--- src/rtl/keypad_pkg.sv ---
// Shared types and helpers for the 4x4 matrix keypad scanner.
package keypad_pkg;

  typedef enum logic [1:0] {
    S_RELEASED,
    S_PRESS_CHK,
    S_PRESSED,
    S_RELEASE_CHK
  } deb_state_t;

  localparam logic [3:0] COL_RESET = 4'b1110;

  // Pmod KYPD legend: rows top to bottom, columns left to right.
  function automatic logic [3:0] key_lut(input logic [1:0] row_idx, input logic [1:0] col_idx);
    logic [3:0] code;
    case ({row_idx, col_idx})
      4'h0:    code = 4'h1;
      4'h1:    code = 4'h2;
      4'h2:    code = 4'h3;
      4'h3:    code = 4'hA;
      4'h4:    code = 4'h4;
      4'h5:    code = 4'h5;
      4'h6:    code = 4'h6;
      4'h7:    code = 4'hB;
      4'h8:    code = 4'h7;
      4'h9:    code = 4'h8;
      4'hA:    code = 4'h9;
      4'hB:    code = 4'hC;
      4'hC:    code = 4'h0;
      4'hD:    code = 4'hF;
      4'hE:    code = 4'hE;
      default: code = 4'hD;
    endcase
    return code;
  endfunction

endpackage

--- src/rtl/keypad_scanner_if.sv ---
// Pin-side and user-side signals of the keypad scanner.
interface keypad_scanner_if;
  logic [3:0] row;
  logic [3:0] col;
  logic [3:0] key_code;
  logic       key_valid;
  logic       key_pulse;

  modport master (
    input  row,
    output col, key_code, key_valid, key_pulse
  );

  modport slave (
    output row,
    input  col, key_code, key_valid, key_pulse
  );
endinterface

--- src/rtl/keypad_debounce_fsm.sv ---
// Frame-level debounce: a key change is accepted only after DEBOUNCE_FRAMES
// consecutive agreeing frame results.
module keypad_debounce_fsm
  import keypad_pkg::*;
#(
  parameter int DEBOUNCE_FRAMES = 4
) (
  input  logic       clk,
  input  logic       reset,
  input  logic       frame_tick,
  input  logic       frame_valid,
  input  logic [3:0] frame_code,
  output logic [3:0] key_code,
  output logic       key_valid,
  output logic       key_pulse
);

  localparam int CNT_W = $clog2(DEBOUNCE_FRAMES + 1);
  localparam logic [CNT_W-1:0] CNT_ONE  = CNT_W'(1);
  localparam logic [CNT_W-1:0] CNT_DONE = CNT_W'(DEBOUNCE_FRAMES);

  deb_state_t       state_q, state_d;
  logic [3:0]       cand_q, cand_d, code_d;
  logic [CNT_W-1:0] cnt_q, cnt_d, cnt_inc;
  logic             valid_d, pulse_d;
  logic             match_cand, match_key;

  assign cnt_inc    = (cnt_q == CNT_DONE) ? cnt_q : cnt_q + CNT_ONE;
  assign match_cand = frame_valid && (frame_code == cand_q);
  assign match_key  = frame_valid && (frame_code == key_code);

  always_ff @(posedge clk) begin
    if (reset) begin
      state_q   <= S_RELEASED;
      cand_q    <= '0;
      cnt_q     <= '0;
      key_code  <= '0;
      key_valid <= 1'b0;
      key_pulse <= 1'b0;
    end else begin
      state_q   <= state_d;
      cand_q    <= cand_d;
      cnt_q     <= cnt_d;
      key_code  <= code_d;
      key_valid <= valid_d;
      key_pulse <= pulse_d;
    end
  end

  always_comb begin
    // NOTE: every output of this block gets a default first, so no path can infer a latch.
    state_d = state_q;
    cand_d  = cand_q;
    cnt_d   = cnt_q;
    code_d  = key_code;
    valid_d = key_valid;
    pulse_d = 1'b0;
    if (frame_tick) begin
      case (state_q)
        S_RELEASED: begin
          if (frame_valid) begin
            if (CNT_ONE == CNT_DONE) begin
              state_d = S_PRESSED;
              code_d  = frame_code;
              valid_d = 1'b1;
              pulse_d = 1'b1;
            end else begin
              state_d = S_PRESS_CHK;
              cand_d  = frame_code;
              cnt_d   = CNT_ONE;
            end
          end
        end
        S_PRESS_CHK: begin
          if (!frame_valid) begin
            state_d = S_RELEASED;
          end else if (match_cand) begin
            cnt_d = cnt_inc;
            if (cnt_inc == CNT_DONE) begin
              state_d = S_PRESSED;
              code_d  = cand_q;
              valid_d = 1'b1;
              pulse_d = 1'b1;
            end
          end else begin
            cand_d = frame_code;
            cnt_d  = CNT_ONE;
          end
        end
        S_PRESSED: begin
          if (!match_key) begin
            cnt_d = CNT_ONE;
            if (CNT_ONE == CNT_DONE) begin
              state_d = S_RELEASED;
              valid_d = 1'b0;
            end else begin
              state_d = S_RELEASE_CHK;
            end
          end
        end
        S_RELEASE_CHK: begin
          if (match_key) begin
            state_d = S_PRESSED;
          end else begin
            cnt_d = cnt_inc;
            if (cnt_inc == CNT_DONE) begin
              state_d = S_RELEASED;
              valid_d = 1'b0;
            end
          end
        end
        default: state_d = S_RELEASED;
      endcase
    end
  end

endmodule

--- src/rtl/keypad_scanner.sv ---
// 4x4 keypad scanner: strobes one column low per dwell period, gathers a
// frame of four column samples and hands a single-key result to the debouncer.
module keypad_scanner
  import keypad_pkg::*;
#(
  parameter int DWELL_CYCLES    = 100000,
  parameter int DEBOUNCE_FRAMES = 4
) (
  input  logic             clk,
  input  logic             reset,
  keypad_scanner_if.master bus
);

  localparam int DW_W = $clog2(DWELL_CYCLES);

  logic [DW_W-1:0] dwell_q;
  logic [1:0]      col_idx_q;
  logic [3:0]      col_q;
  logic [3:0]      row_meta_q, row_sync_q;
  logic [1:0]      acc_hits_q;
  logic [3:0]      acc_code_q;

  logic            dwell_end;
  logic [2:0]      samp_hits, hit_sum;
  logic [1:0]      samp_row, tot_hits;
  logic [3:0]      samp_code, tot_code;
  logic            frame_tick, frame_valid;
  logic [3:0]      frame_code;
  logic [3:0]      key_code;
  logic            key_valid, key_pulse;

  assign dwell_end = (dwell_q == DW_W'(DWELL_CYCLES - 1));

  always_ff @(posedge clk) begin
    if (reset) begin
      dwell_q    <= '0;
      col_idx_q  <= '0;
      col_q      <= COL_RESET;
      row_meta_q <= 4'b1111;
      row_sync_q <= 4'b1111;
      acc_hits_q <= '0;
      acc_code_q <= '0;
    end else begin
      // NOTE: non-blocking assignments so every flop here sees pre-edge values of the others.
      row_meta_q <= bus.row;
      row_sync_q <= row_meta_q;
      if (dwell_end) begin
        dwell_q   <= '0;
        col_q     <= {col_q[2:0], col_q[3]};
        col_idx_q <= col_idx_q + 2'd1;
        if (col_idx_q == 2'd3) begin
          acc_hits_q <= '0;
          acc_code_q <= '0;
        end else begin
          acc_hits_q <= tot_hits;
          acc_code_q <= tot_code;
        end
      end else begin
        dwell_q <= dwell_q + DW_W'(1);
      end
    end
  end

  // Hit count saturates at 2: anything beyond one key is simply "not a single key".
  always_comb begin
    samp_hits = '0;
    samp_row  = '0;
    for (int r = 0; r < 4; r++) begin
      if (!row_sync_q[r]) begin
        samp_hits = samp_hits + 3'd1;
        samp_row  = 2'(r);
      end
    end
  end

  assign samp_code   = key_lut(samp_row, col_idx_q);
  assign hit_sum     = {1'b0, acc_hits_q} + samp_hits;
  assign tot_hits    = (hit_sum >= 3'd2) ? 2'd2 : hit_sum[1:0];
  assign tot_code    = (samp_hits == 3'd1) ? samp_code : acc_code_q;

  assign frame_tick  = dwell_end && (col_idx_q == 2'd3);
  assign frame_valid = (tot_hits == 2'd1);
  assign frame_code  = tot_code;

  keypad_debounce_fsm #(
    .DEBOUNCE_FRAMES(DEBOUNCE_FRAMES)
  ) u_debounce (
    .clk        (clk),
    .reset      (reset),
    .frame_tick (frame_tick),
    .frame_valid(frame_valid),
    .frame_code (frame_code),
    .key_code   (key_code),
    .key_valid  (key_valid),
    .key_pulse  (key_pulse)
  );

  assign bus.col       = col_q;
  assign bus.key_code  = key_code;
  assign bus.key_valid = key_valid;
  assign bus.key_pulse = key_pulse;

endmodule
--- src/flat_wrapper.sv ---
// flat-port wrapper written by rule: the top's interface ports become plain ports
module keypad_scanner_flat import keypad_pkg::*;
#(
  parameter int DWELL_CYCLES    = 100000,
  parameter int DEBOUNCE_FRAMES = 4
)
  (clk, reset, bus_row, bus_col, bus_key_code, bus_key_valid, bus_key_pulse);
  keypad_scanner_if bus_i ();
  input  logic clk;
  input  logic reset;
  input wire logic [$bits(bus_i.row)-1:0] bus_row;
  output wire logic [$bits(bus_i.col)-1:0] bus_col;
  output wire logic [$bits(bus_i.key_code)-1:0] bus_key_code;
  output wire logic [$bits(bus_i.key_valid)-1:0] bus_key_valid;
  output wire logic [$bits(bus_i.key_pulse)-1:0] bus_key_pulse;
  assign bus_i.row = bus_row;
  assign bus_col = bus_i.col;
  assign bus_key_code = bus_i.key_code;
  assign bus_key_valid = bus_i.key_valid;
  assign bus_key_pulse = bus_i.key_pulse;
  keypad_scanner #(.DWELL_CYCLES(DWELL_CYCLES), .DEBOUNCE_FRAMES(DEBOUNCE_FRAMES)) u_core (.clk(clk), .reset(reset), .bus(bus_i));
endmodule
--- config.mk ---
export PLATFORM = sky130hd
export DESIGN_NAME = keypad_scanner_flat
export DESIGN_NICKNAME = d
export VERILOG_FILES = /design/src/rtl/keypad_pkg.sv /design/src/rtl/keypad_scanner_if.sv /design/src/rtl/keypad_debounce_fsm.sv /design/src/rtl/keypad_scanner.sv /design/src/flat_wrapper.sv
export SDC_FILE = /design/constraint.sdc
export NUM_CORES = 1
export LEC_CHECK = 0
export BUFFER_PORTS_ARGS = -buffer_cell sky130_fd_sc_hd__buf_2
export CORE_MARGIN = 5
export CORE_UTILIZATION = 25
export DETAILED_ROUTE_END_ITERATION = 12
export GPL_ROUTABILITY_DRIVEN = 0
export HOLD_SLACK_MARGIN = 0.03
export PLACE_DENSITY = 0.37
export SETUP_SLACK_MARGIN = 0.5
export SLEW_MARGIN = 20
export SYNTH_ARGS = -nofsm -noshare
export SYNTH_HDL_FRONTEND = slang
export SYNTH_SLANG_ARGS = --single-unit
--- constraint.sdc ---
create_clock -name clk -period 7.7 [get_ports clk]
set_input_delay 0.385 -clock clk [delete_from_list [all_inputs] [get_ports clk]]
set_output_delay 0.385 -clock clk [all_outputs]
set_load 0.005 [all_outputs]
# After elaboration in Yosys (flattened, before gate mapping)
# Memory sizes are Yosys's and may differ from the RTL's.
# Index checks and enable logic that the tools add are counted.
# totals
ff_bits,52
romBits,64
inputBits,6
out_inout_bits,10
elab_cells,98
n_memories,1
# classes
add_sub_neg,7
n_lt_le_gt_ge,1
n_eq_ne,22
muxes,37
bitwise_logic,4
n_reduce_logical,13
# memory_table
name,depth,width,read_ports,rd_clocked_by_memory_dff,wr,line,text
(name not given),16,4,1,0,0,keypad_pkg.sv:16,"case ({row_idx, col_idx})"
# ops
operator,n
3-bit two-way mux,9
2-bit two-way mux,11
4-bit two-way mux,5
17-bit by 1-bit adder with 17-bit output (second input constant),1
17-bit == test (second input constant),1
2-bit != test (second input constant),8
5-bit AND reduction,3
3-bit one-hot mux with 4 select lines,1
3-bit by 1-bit adder with 3-bit output (second input constant),3
3-bit != test (second input constant),3
4-bit == test,2
1-bit two-way mux,8
2-bit one-hot mux with 4 select lines,1
4-bit one-hot mux with 2 select lines,1
7-bit AND reduction,1
2-bit == test (second input constant),3
3-bit == test (second input constant),2
6-bit AND reduction,1
5-bit OR reduction,1
2-bit by 1-bit == test with 1-bit output (second input constant),2
1-bit NOT,4
2-bit nonzero test,2
2-bit by 3-bit adder with 3-bit output,1
3-bit by 1-bit == test with 1-bit output (second input constant),1
7 further kinds,9

# Longest topological paths before layout
# Gate-level depths: netlist of the first run.
# logic_depth
word_depth,15
depth_mapped,17
mapped_depth_nobuf,16

# Modules after synthesis
# Synthesis of the first run repeated with hierarchy kept, for this count alone.
# hier_totals
cells_unflattened,304
area_unflattened_um2,2706.3
# modules_own_cells
module,n_inst,cells_per_inst,area_per_inst_um2,seq_area_each_um2
keypad_scanner,1,204,1833.0,740.7
keypad_debounce_fsm,1,100,873.3,300.3

# Worst setup path after synthesis of the first run
# No wires, ideal clock.
# synth_timing
kind,reg-to-reg
from,reg u_core.row_sync_q[1]
to,reg u_core.u_debounce.cnt_q[0]
setup_ns,0.116
arrival_time_ns,3.685
slack_ns,3.898
path_stages_with_launch,16
n_path_buf,0
period_less_slack_ns,3.802
path_cell_list,dfxtp_1 > inv_1 > ha_1 > xnor2_1 > ha_1 > nor2_1 > a31o_2 > inv_1 > fa_1 > xnor3_1 > nor2b_1 > nand2_1 > nor3_1 > a31oi_1 > or4_1 > o211a_1
# synth_between
elab_chain_len,13
elab_cells_between_ends,27
cone_classes,add/sub: 3; order compare: 1; eq/ne: 8; mux: 11; reduce/logical: 3; memory: 1
# synth_rtl
item,line,text
from (decl),keypad_scanner.sv:19,"logic [3:0] row_meta_q, row_sync_q;"
from (signal assigned),keypad_scanner.sv:46,row_sync_q <= row_meta_q;
3-bit two-way mux,keypad_scanner.sv:69,if (!row_sync_q[r]) begin
3-bit by 1-bit adder with 3-bit output,keypad_scanner.sv:70,samp_hits = samp_hits + 3'd1;
3-bit two-way mux,keypad_scanner.sv:69,
3-bit by 1-bit adder with 3-bit output,keypad_scanner.sv:70,
3-bit two-way mux,keypad_scanner.sv:69,
2-bit by 3-bit adder with 3-bit output,keypad_scanner.sv:77,"assign hit_sum = {1'b0, acc_hits_q} + samp_hits;"
3-bit by 2-bit >= comparator with 1-bit output,keypad_scanner.sv:78,assign tot_hits = (hit_sum >= 3'd2) ? 2'd2 : hit_sum[1:0];
2-bit two-way mux,keypad_scanner.sv:78,
2-bit by 1-bit == test with 1-bit output,keypad_scanner.sv:82,assign frame_valid = (tot_hits == 2'd1);
1-bit logical AND,keypad_debounce_fsm.sv:29,assign match_cand = frame_valid && (frame_code == cand_q);
3-bit two-way mux,keypad_debounce_fsm.sv:77,end else if (match_cand) begin
3-bit two-way mux,keypad_debounce_fsm.sv:75,if (!frame_valid) begin
3-bit one-hot mux with 4 select lines,keypad_debounce_fsm.sv:59,case (state_q)
to (signal assigned),keypad_debounce_fsm.sv:43,cnt_q <= cnt_d;
to (decl),keypad_debounce_fsm.sv:24,"logic [CNT_W-1:0] cnt_q, cnt_d, cnt_inc;"
# Parallel ways exist; a longest one is shown, timed or not. The select of a mux whose other input is x is not followed.
# A chain may end at the register's enable or synchronous reset.

# Worst setup path after layout of the first run
# Same ends and word-level chain as after synthesis.

==> results of run 1 <==
[sequential cells by signal, summed over array words and instances, names as in the netlist, 3 cells and up]
name and flops:
u_core.u_debounce.key_code 4, u_core.row_meta_q 4, u_core.bus.col 4, u_core.dwell_q 17, u_core.u_debounce.cand_q 4, u_core.acc_code_q 4
u_core.u_debounce.cnt_q 3, u_core.row_sync_q 4
[placed cells by master (no fill, tap or decap), types with 3 or more instances in the layout]
cell	instances
nand3b_1	5
nor3_1	5
a21bo_2	4
clkbuf_8	6
mux2i_1	4
dfxtp_1	52
nand2_1	31
nand3_1	14
a211oi_1	4
xor2_1	12
and3_1	5
a31oi_1	3
nand4_1	5
and4_1	5
o21ai_0	6
buf_2	15
a21o_1	3
and2_1	3
or2_2	8
o31ai_1	3
or3_1	4
nor2b_1	3
inv_1	15
ha_1	10
nor2_1	39
a21oi_1	19
nand2b_1	5
xnor2_1	11
a22oi_1	4
[cell families after synthesis]
group	Yosys count	share of synthesized area (%)
xor gates and xnor gates	24	8.005
AOI/OAI and AO/OA	61	14.98
DFF	52	37.21
buffers and inverters	27	4.159
muxes	5	1.834
and+or+nand+nor	148	28.62
adders and majority gates	11	5.188
[area by class of cell]
class                      count  area [sq um]
clock inverter                 2         13.76
sequential                    52          1041
multi-input combinational    249          1640
clock buffer                   6         82.58
timing repair buffer          15         75.07
inverter                      15         56.30
tap                          140         175.2
fill                        1159          7804
[power by group through the flow]
stage | Clock (mW) | Sequential, mW | Combinational [mW]
final | 0.170 | 0.275 | 0.0464
after global routing | 0.189 | 0.276 | 0.0520
after CTS | 0.179 | 0.276 | 0.0471
after detailed placement | 0 | 0.282 | 0.0468
after global placement | 0 | 0.282 | 0.0467
after floorplan | 0 | 0.280 | 0.0382
[metrics by stage]
stage	hold WS (ns)	util, %	instances	area [sq um]
floorplan	0.3895	-	328	2798
global placement	0.3928	27.44	471	2988
detailed placement	0.3933	27.44	471	2988
CTS	0.2418	28.33	479	3084
global route	0.2387	28.33	479	3084
finish	0.2538	28.33	479	3084
[path summary, 6_finish.rpt]
check                                                     start                                       to  slack (ns)  cells after the start
worst max-delay path            u_core.row_sync_q[1]$_SDFF_PP1_  u_core.u_debounce.cnt_q[0]$_SDFFE_PP0P_        3.36                     15
worst min-delay path                                 bus_row[1]          u_core.row_meta_q[1]$_SDFF_PP1_        0.25                      2
worst max register to register  u_core.row_sync_q[1]$_SDFF_PP1_  u_core.u_debounce.cnt_q[0]$_SDFFE_PP0P_        3.36                     15
worst min register to register  u_core.row_meta_q[2]$_SDFF_PP1_          u_core.row_sync_q[2]$_SDFF_PP1_        0.42                      1
[routing by layer]
layer | GRT usage [%] | part of all wire (%) | vias up
li1 | - | - | 1173
met1 | 14.18 | 53 | 1048
met2 | 16.00 | 44 | 22
met3 | 2.193 | 1.9 | 2
met4 | 2.784 | 0.61 | 0
met5 | 0 | 0 | -
==> flow_metrics.tcl, run 1 <==
set metrics [dict create \
    slew-limit-headroom_pct 52.80 \
    setup-tns-final_ns 0 \
    worstMarginPinSlew_ns 0.7081 \
    ir_drop_mv 0.08802 \
    synth-edff-count 0 \
    clk_pin_slew_worst_paths_ns 0.10 \
    power_frac_seq_pct 56.0 \
    hold_viol_final 0 \
    cap_violations 0 \
    clk_latency_ns 0.30 \
    clock-root-buffer "clkbuf_8" \
    die_area_sq_mm 0.01341 \
    rows 38 \
    dp_hpwl_mm 4.792 \
    port_buffers 15 \
    antenna_found_initial 0 \
    setup.worst_path.start_class "flop" \
    drc 0 \
    ys.flop_type "dfxtp_1" \
    setup_violations 0 \
    timing.critical_path.required_ns 7.90 \
    ys_seq_elements 52 \
    intPower_uw 363.7 \
    fin_crit_sh_pct 56.33 \
    drt-initial-drc-count 133 \
    wl_mm 6.506 \
    yosysMostFrequentCell "dfxtp_1" \
    postCtsSetupBuffers 0 \
    fmax_mhz 230.6 \
    grt_start_max_net_pins 40 \
    grt_pass1_vias 2113 \
    fin_nets 355 \
    end_kind "flop" \
    crit_path_max_fanout 7 \
    place_ws_ns 3.422 \
    die_x_um 115.8 \
    post_drt_wl_per_cell_um 13.58 \
    cts_resized 0 \
    initial_utilization_pct 25.70 \
    path_delay_family "simple AND/OR/NAND/NOR gates" \
    ys_async_sr_fraction_pct 0 \
    synth_nets 345 \
    ant_nets 0 \
    path_buf_inv 2 \
    yosysTopAreaCell "dfxtp_1" \
    yosysWarnings 0 \
    fin_skew_ns 0.01007 \
    synth_common_cells "dfxtp_1, nor2_1, nand2_1" \
    switching_share_pct 26.01 \
    hold_path.class "in -> reg" \
    rsz0062_at_grt "no" \
    drv_slew 0 \
    fp.dieH_um 115.8 \
    leakagePower_nw 1.214 \
    synth_area_leaders "dfxtp_1, nor2_1, ha_1" \
    synth_top_area_share_pct 37.21 \
    viasPerCell 4.687 \
    netlist_area_sq_mm 0.002798 \
    drive_above_1_share_pct 13.27 \
    crit_path_cell_trace "inv_1 -> ha_1 -> xnor2_1 -> ha_1 -> nor2_1 -> a31o_2 -> inv_1 -> fa_1 -> xnor3_1 -> nor2b_1 -> nand2_1 -> nor3_1 -> a31oi_1 -> or4_1 -> o211a_1" \
    grt_pass1_wl_mm 10.83 \
    cp_slowest_cell "or4_1" \
    p_total_uw 491.5 \
    postSynthAreaPerCell_sq_um 8.530 \
    power.share.clock_pct 34.5 \
    grt_use_total_pct 10.19 \
    powerDensity_mw_per_mm2 159.4 \
    max_stage_delay_ns 0.53 \
    cts_buffer_depth 2 \
    comb_power_share_pct 9.4 \
    clock_sinks 52 \
    status "complete, no violations" \
    synth-seq-area-share_pct 37.21 \
    ios 16 \
    cp.arrival_ns 4.54 \
    netSwitchingPower_uw 127.9 \
    ctsHtreeMaxLevel 2 \
    cts_buffers 5 \
    coreArea_sq_mm 0.01089 \
    fin_crit_ns 4.337 \
    ctsHoldBuffers 0 \
    worst_slack_ns 3.363 \
    cts_tree "built" \
    vias 2245 \
    n_antenna_cell 0 \
    synthCells 328 \
    ys_types 60 \
    dr.pass1.iters 4 \
    crit_type "reg -> reg" \
    grt.overflow.total 0 \
    synthToLayoutAreaGrowth_pct 10.24 \
]
No activity file was read; power rests on OpenSTA's default activity.
==> run 2, diff against run 1 <==
--- a/config.mk
+++ b/config.mk
@@ -5,13 +5,14 @@
 export SDC_FILE = /design/constraint.sdc
 export NUM_CORES = 1
 export LEC_CHECK = 0
+export ABC_AREA = 1
 export BUFFER_PORTS_ARGS = -buffer_cell sky130_fd_sc_hd__buf_2
 export CORE_MARGIN = 5
 export CORE_UTILIZATION = 25
 export DETAILED_ROUTE_END_ITERATION = 12
 export GPL_ROUTABILITY_DRIVEN = 0
 export HOLD_SLACK_MARGIN = 0.03
-export PLACE_DENSITY = 0.37
+export PLACE_DENSITY = 0.39
 export SETUP_SLACK_MARGIN = 0.5
 export SLEW_MARGIN = 20
 export SYNTH_ARGS = -nofsm -noshare
==> constraint.sdc (replaced) <==
create_clock -name clk -period 3.8 [get_ports clk]
set_input_delay 0.19 -clock clk [delete_from_list [all_inputs] [get_ports clk]]
set_output_delay 0.19 -clock clk [all_outputs]
set_load 0.005 [all_outputs]
==> run 2 against run 1 <==
Against the previous run:
- power is 130% higher
- critical path depth is 3 higher
- clock skew is 0.0050 ns lower
- sequential share of layout area is 2.2 points lower
- clock-buffer cell count stayed put
- synthesized cell count is 30% higher
- via count is 13% higher
- combinational power is 150% higher
- worst hold slack worse by 0.19 ns
- fmax is 42% higher
==> flow_metrics.tcl, run 2 <==
set metrics [dict create \
    status "complete, no violations" \
    ios 16 \
    cts_tree "built" \
    crit_path_max_fanout 4 \
    cpMostUsedCell "nand2_1" \
    rsz0062_at_grt "no" \
    clock_sinks 52 \
    clk_latency_ns 0.30 \
    synth_xor_xnor_area_share_pct 1.215 \
    clock-root-buffer "clkbuf_16" \
    synthToLayoutAreaGrowth_pct 14.66 \
    ys_seq_elements 52 \
    power_frac_seq_pct 49.1 \
    powerDensity_mw_per_mm2 342.0 \
    hold_depth 2 \
    synth_area_leaders "dfxtp_1, nand2_1, inv_1" \
    crit_path_cell_trace "inv_2 -> ha_4 -> inv_1 -> nand2_2 -> nand2_2 -> ha_1 -> nand2_1 -> nand2_1 -> fa_1 -> o21bai_4 -> nor3_4 -> nand2_1 -> nor2_4 -> nand3b_1 -> nand4_1 -> nand2_1 -> nand2_1 -> nor2_1" \
    crit_type "reg -> reg" \
    setup-tns-final_ns 0 \
    netlist_area_sq_mm 0.002884 \
    max_stage_delay_ns 0.43 \
    synth_top_area_share_pct 36.10 \
    synth_simple_gate_area_share_pct 38.96 \
    ys.flop_type "dfxtp_1" \
    hold_viol_final 0 \
    end_kind "flop" \
    layout_commonest_cell "nand2_1" \
    grt_pass1_vias 2588 \
    final_area_sq_mm 0.003307 \
    r2r_setup_slack_ns 0.75 \
    post_drt_wl_per_cell_um 11.24 \
    r2r-start "u_core.row_sync_q[1]$_SDFF_PP1_" \
    ys_types 39 \
    drc 0 \
    netSwitchingPower_uw 295.1 \
    switching_share_pct 26.09 \
    fin_nets 460 \
    initial_utilization_pct 25.37 \
    fin_crit_ns 3.046 \
    cp_slowest_cell "fa_1" \
    antenna_found_initial 0 \
    worstMarginPinSlew_ns 0.8410 \
    coreArea_sq_mm 0.01137 \
    drt-initial-drc-count 110 \
    grt_use_total_pct 10.39 \
    port_buffers 15 \
    intPower_uw 835.9 \
    synth_compound_area_share_pct 9.328 \
    clk_pin_slew_worst_paths_ns 0.07 \
    grt_pass1_wl_mm 11.90 \
    setup.worst_path.start_class "flop" \
    viasPerCell 4.324 \
    comb_power_share_pct 10.2 \
    reg2reg_to "u_core.u_debounce.cnt_q[1]$_SDFFE_PP0P_" \
    ctsHoldBuffers 0 \
    fin_crit_sh_pct 80.17 \
    placed_area_sq_mm 0.003110 \
    drv_slew 0 \
    ctsHtreeMaxLevel 2 \
    utilization_pct 29.09 \
    min_to "u_core.row_meta_q[1]$_SDFF_PP1_" \
    postSynthAreaPerCell_sq_um 6.786 \
    synth-seq-area-share_pct 36.10 \
    r2r_cells 18 \
    fin_cells 587 \
    synth_top_family_by_area "simple AND/OR/NAND/NOR gates" \
    synthCells 425 \
    dp_hpwl_mm 5.107 \
    n_fill_cell 1273 \
    fp.dieH_um 117.4 \
    yosysMostFrequentCell "nand2_1" \
    fin_skew_ns 0.005098 \
    largest_reg_flops 17 \
    grt_start_max_net_pins 20 \
    synthAdderAreaFrac_pct 5.033 \
    die_x_um 117.4 \
    ir_drop_mv 0.1367 \
    n_antenna_cell 0 \
    leakagePower_nw 1.513 \
    slew-limit-headroom_pct 43.73 \
    synth-edff-count 0 \
    die_area_sq_mm 0.01378 \
    cts_buffer_depth 2 \
    drive_above_1_share_pct 15.09 \
    hold_start "bus_row[1]" \
    ys_async_sr_fraction_pct 0 \
    wl_mm 6.597 \
    worst_hold_slack_ns 0.06852 \
    cts_buffers 5 \
    power.share.clock_pct 40.7 \
    dr.pass1.iters 4 \
    yosysTopAreaCell "dfxtp_1" \
    rows 39 \
    synthMuxAreaShare_pct 0 \
    fmax_mhz 328.3 \
    largest_register "u_core.dwell_q" \
    synth_nets 442 \
    cp.arrival_ns 3.24 \
    timing.critical_path.required_ns 4.00 \
    vias 2538 \
    cap_violations 0 \
    hold_path.class "in -> reg" \
    final_cell_mix "nand2_1, inv_1, dfxtp_1" \
    grt.overflow.total 0 \
    dp.cells 578 \
    synth_common_cells "nand2_1, inv_1, dfxtp_1" \
    setup_violations 0 \
    ant_nets 0 \
    yosysWarnings 0 \
]
run 2: cell types whose count changed in the layout (fill, tap and decap cells not counted), moves of 7 or more:
| cell | change |
|---|---|
| xor2_1 | -8 |
| o21ai_1 | +7 |
| o21ai_0 | +10 |
| nor2_1 | +11 |
| xnor2_1 | -11 |
| nand3_1 | +14 |
| nand2_2 | +10 |
| nand2_1 | +75 |
| inv_1 | +40 |
| inv_2 | +7 |
run 2: worst max-delay path: cells and delay by family, from the launching register on:
kind	cells	cell delay [ns]
adder cells (fa/ha/maj)	3	0.99
flip-flops	1	0.35
AND/OR/NAND/NOR	12	1.27
buffers and inverters	2	0.10
AO/OA/AOI/OAI	1	0.20
run 2: how the worst max path moves through the flow:
stage                                    startpoint                                      end  slack (ns)  cells after the start
detailed placement  u_core.row_sync_q[1]$_SDFF_PP1_  u_core.u_debounce.cnt_q[2]$_SDFFE_PP0P_        0.61                     18
global route        u_core.row_sync_q[1]$_SDFF_PP1_  u_core.u_debounce.cnt_q[2]$_SDFFE_PP0P_        0.49                     18
finish              u_core.row_sync_q[1]$_SDFF_PP1_  u_core.u_debounce.cnt_q[1]$_SDFFE_PP0P_        0.75                     18
floorplan           u_core.row_sync_q[1]$_SDFF_PP1_  u_core.u_debounce.cnt_q[1]$_SDFFE_PP0P_        0.96                     18
CTS                 u_core.row_sync_q[1]$_SDFF_PP1_  u_core.u_debounce.cnt_q[1]$_SDFFE_PP0P_        0.59                     18
global placement    u_core.row_sync_q[1]$_SDFF_PP1_  u_core.u_debounce.cnt_q[2]$_SDFFE_PP0P_        0.66                     18
run 2: layer usage:
| layer | track usage [%] | vias up | part of all wire [%] |
|---|---|---|---|
| met3 | 2.599 | 10 | 2.7 |
| met5 | 0 | - | 0 |
| met2 | 17.01 | 21 | 46 |
| met1 | 12.64 | 1125 | 48 |
| li1 | - | 1382 | - |
| met4 | 5.076 | 0 | 2.6 |
run 2: cells by family (layout without fill, tap and decap cells):
family | after synthesis | after routing
simple gates | 239 | 239
buf+inv | 69 | 88
flops | 52 | 52
compound gates | 50 | 50
fa+ha+maj | 11 | 11
xor+xnor | 4 | 4
run 2: area by class of cell:
class	instances	area (sq um)	area share [%]
Multi-Input combinational cell	304	1615	48.85
Sequential cell	52	1042	31.52
Inverter	64	242.7	7.340
Tap cell	143	178.9	5.411
Clock buffer	6	128.9	3.897
Timing Repair Buffer	16	82.58	2.497
Clock inverter	2	16.27	0.4919
run 2: repair_timing:
action / in CTS / in global routing
setup buffers: 0 / 1
setup endpoints to repair: 0 / 15
gates resized for setup: 0 / 10
run 2: power by group through the flow:
stage | registers, mW | logic (mW) | clock network (mW)
after floorplan | 0.567 | 0.0888 | 0
after global placement | 0.569 | 0.113 | 0
after detailed placement | 0.568 | 0.113 | 0
after CTS | 0.556 | 0.113 | 0.488
after global routing | 0.556 | 0.134 | 0.509
final | 0.556 | 0.115 | 0.460
run 2: through the flow:
step / power, mW / setup slack [ns]
CTS: 1.157 / 0.5875
global route: 1.199 / 0.4866
floorplan: 0.6555 / 0.9594
global placement: 0.6813 / 0.6643
detailed placement: 0.6814 / 0.6092
finish: 1.131 / 0.7536
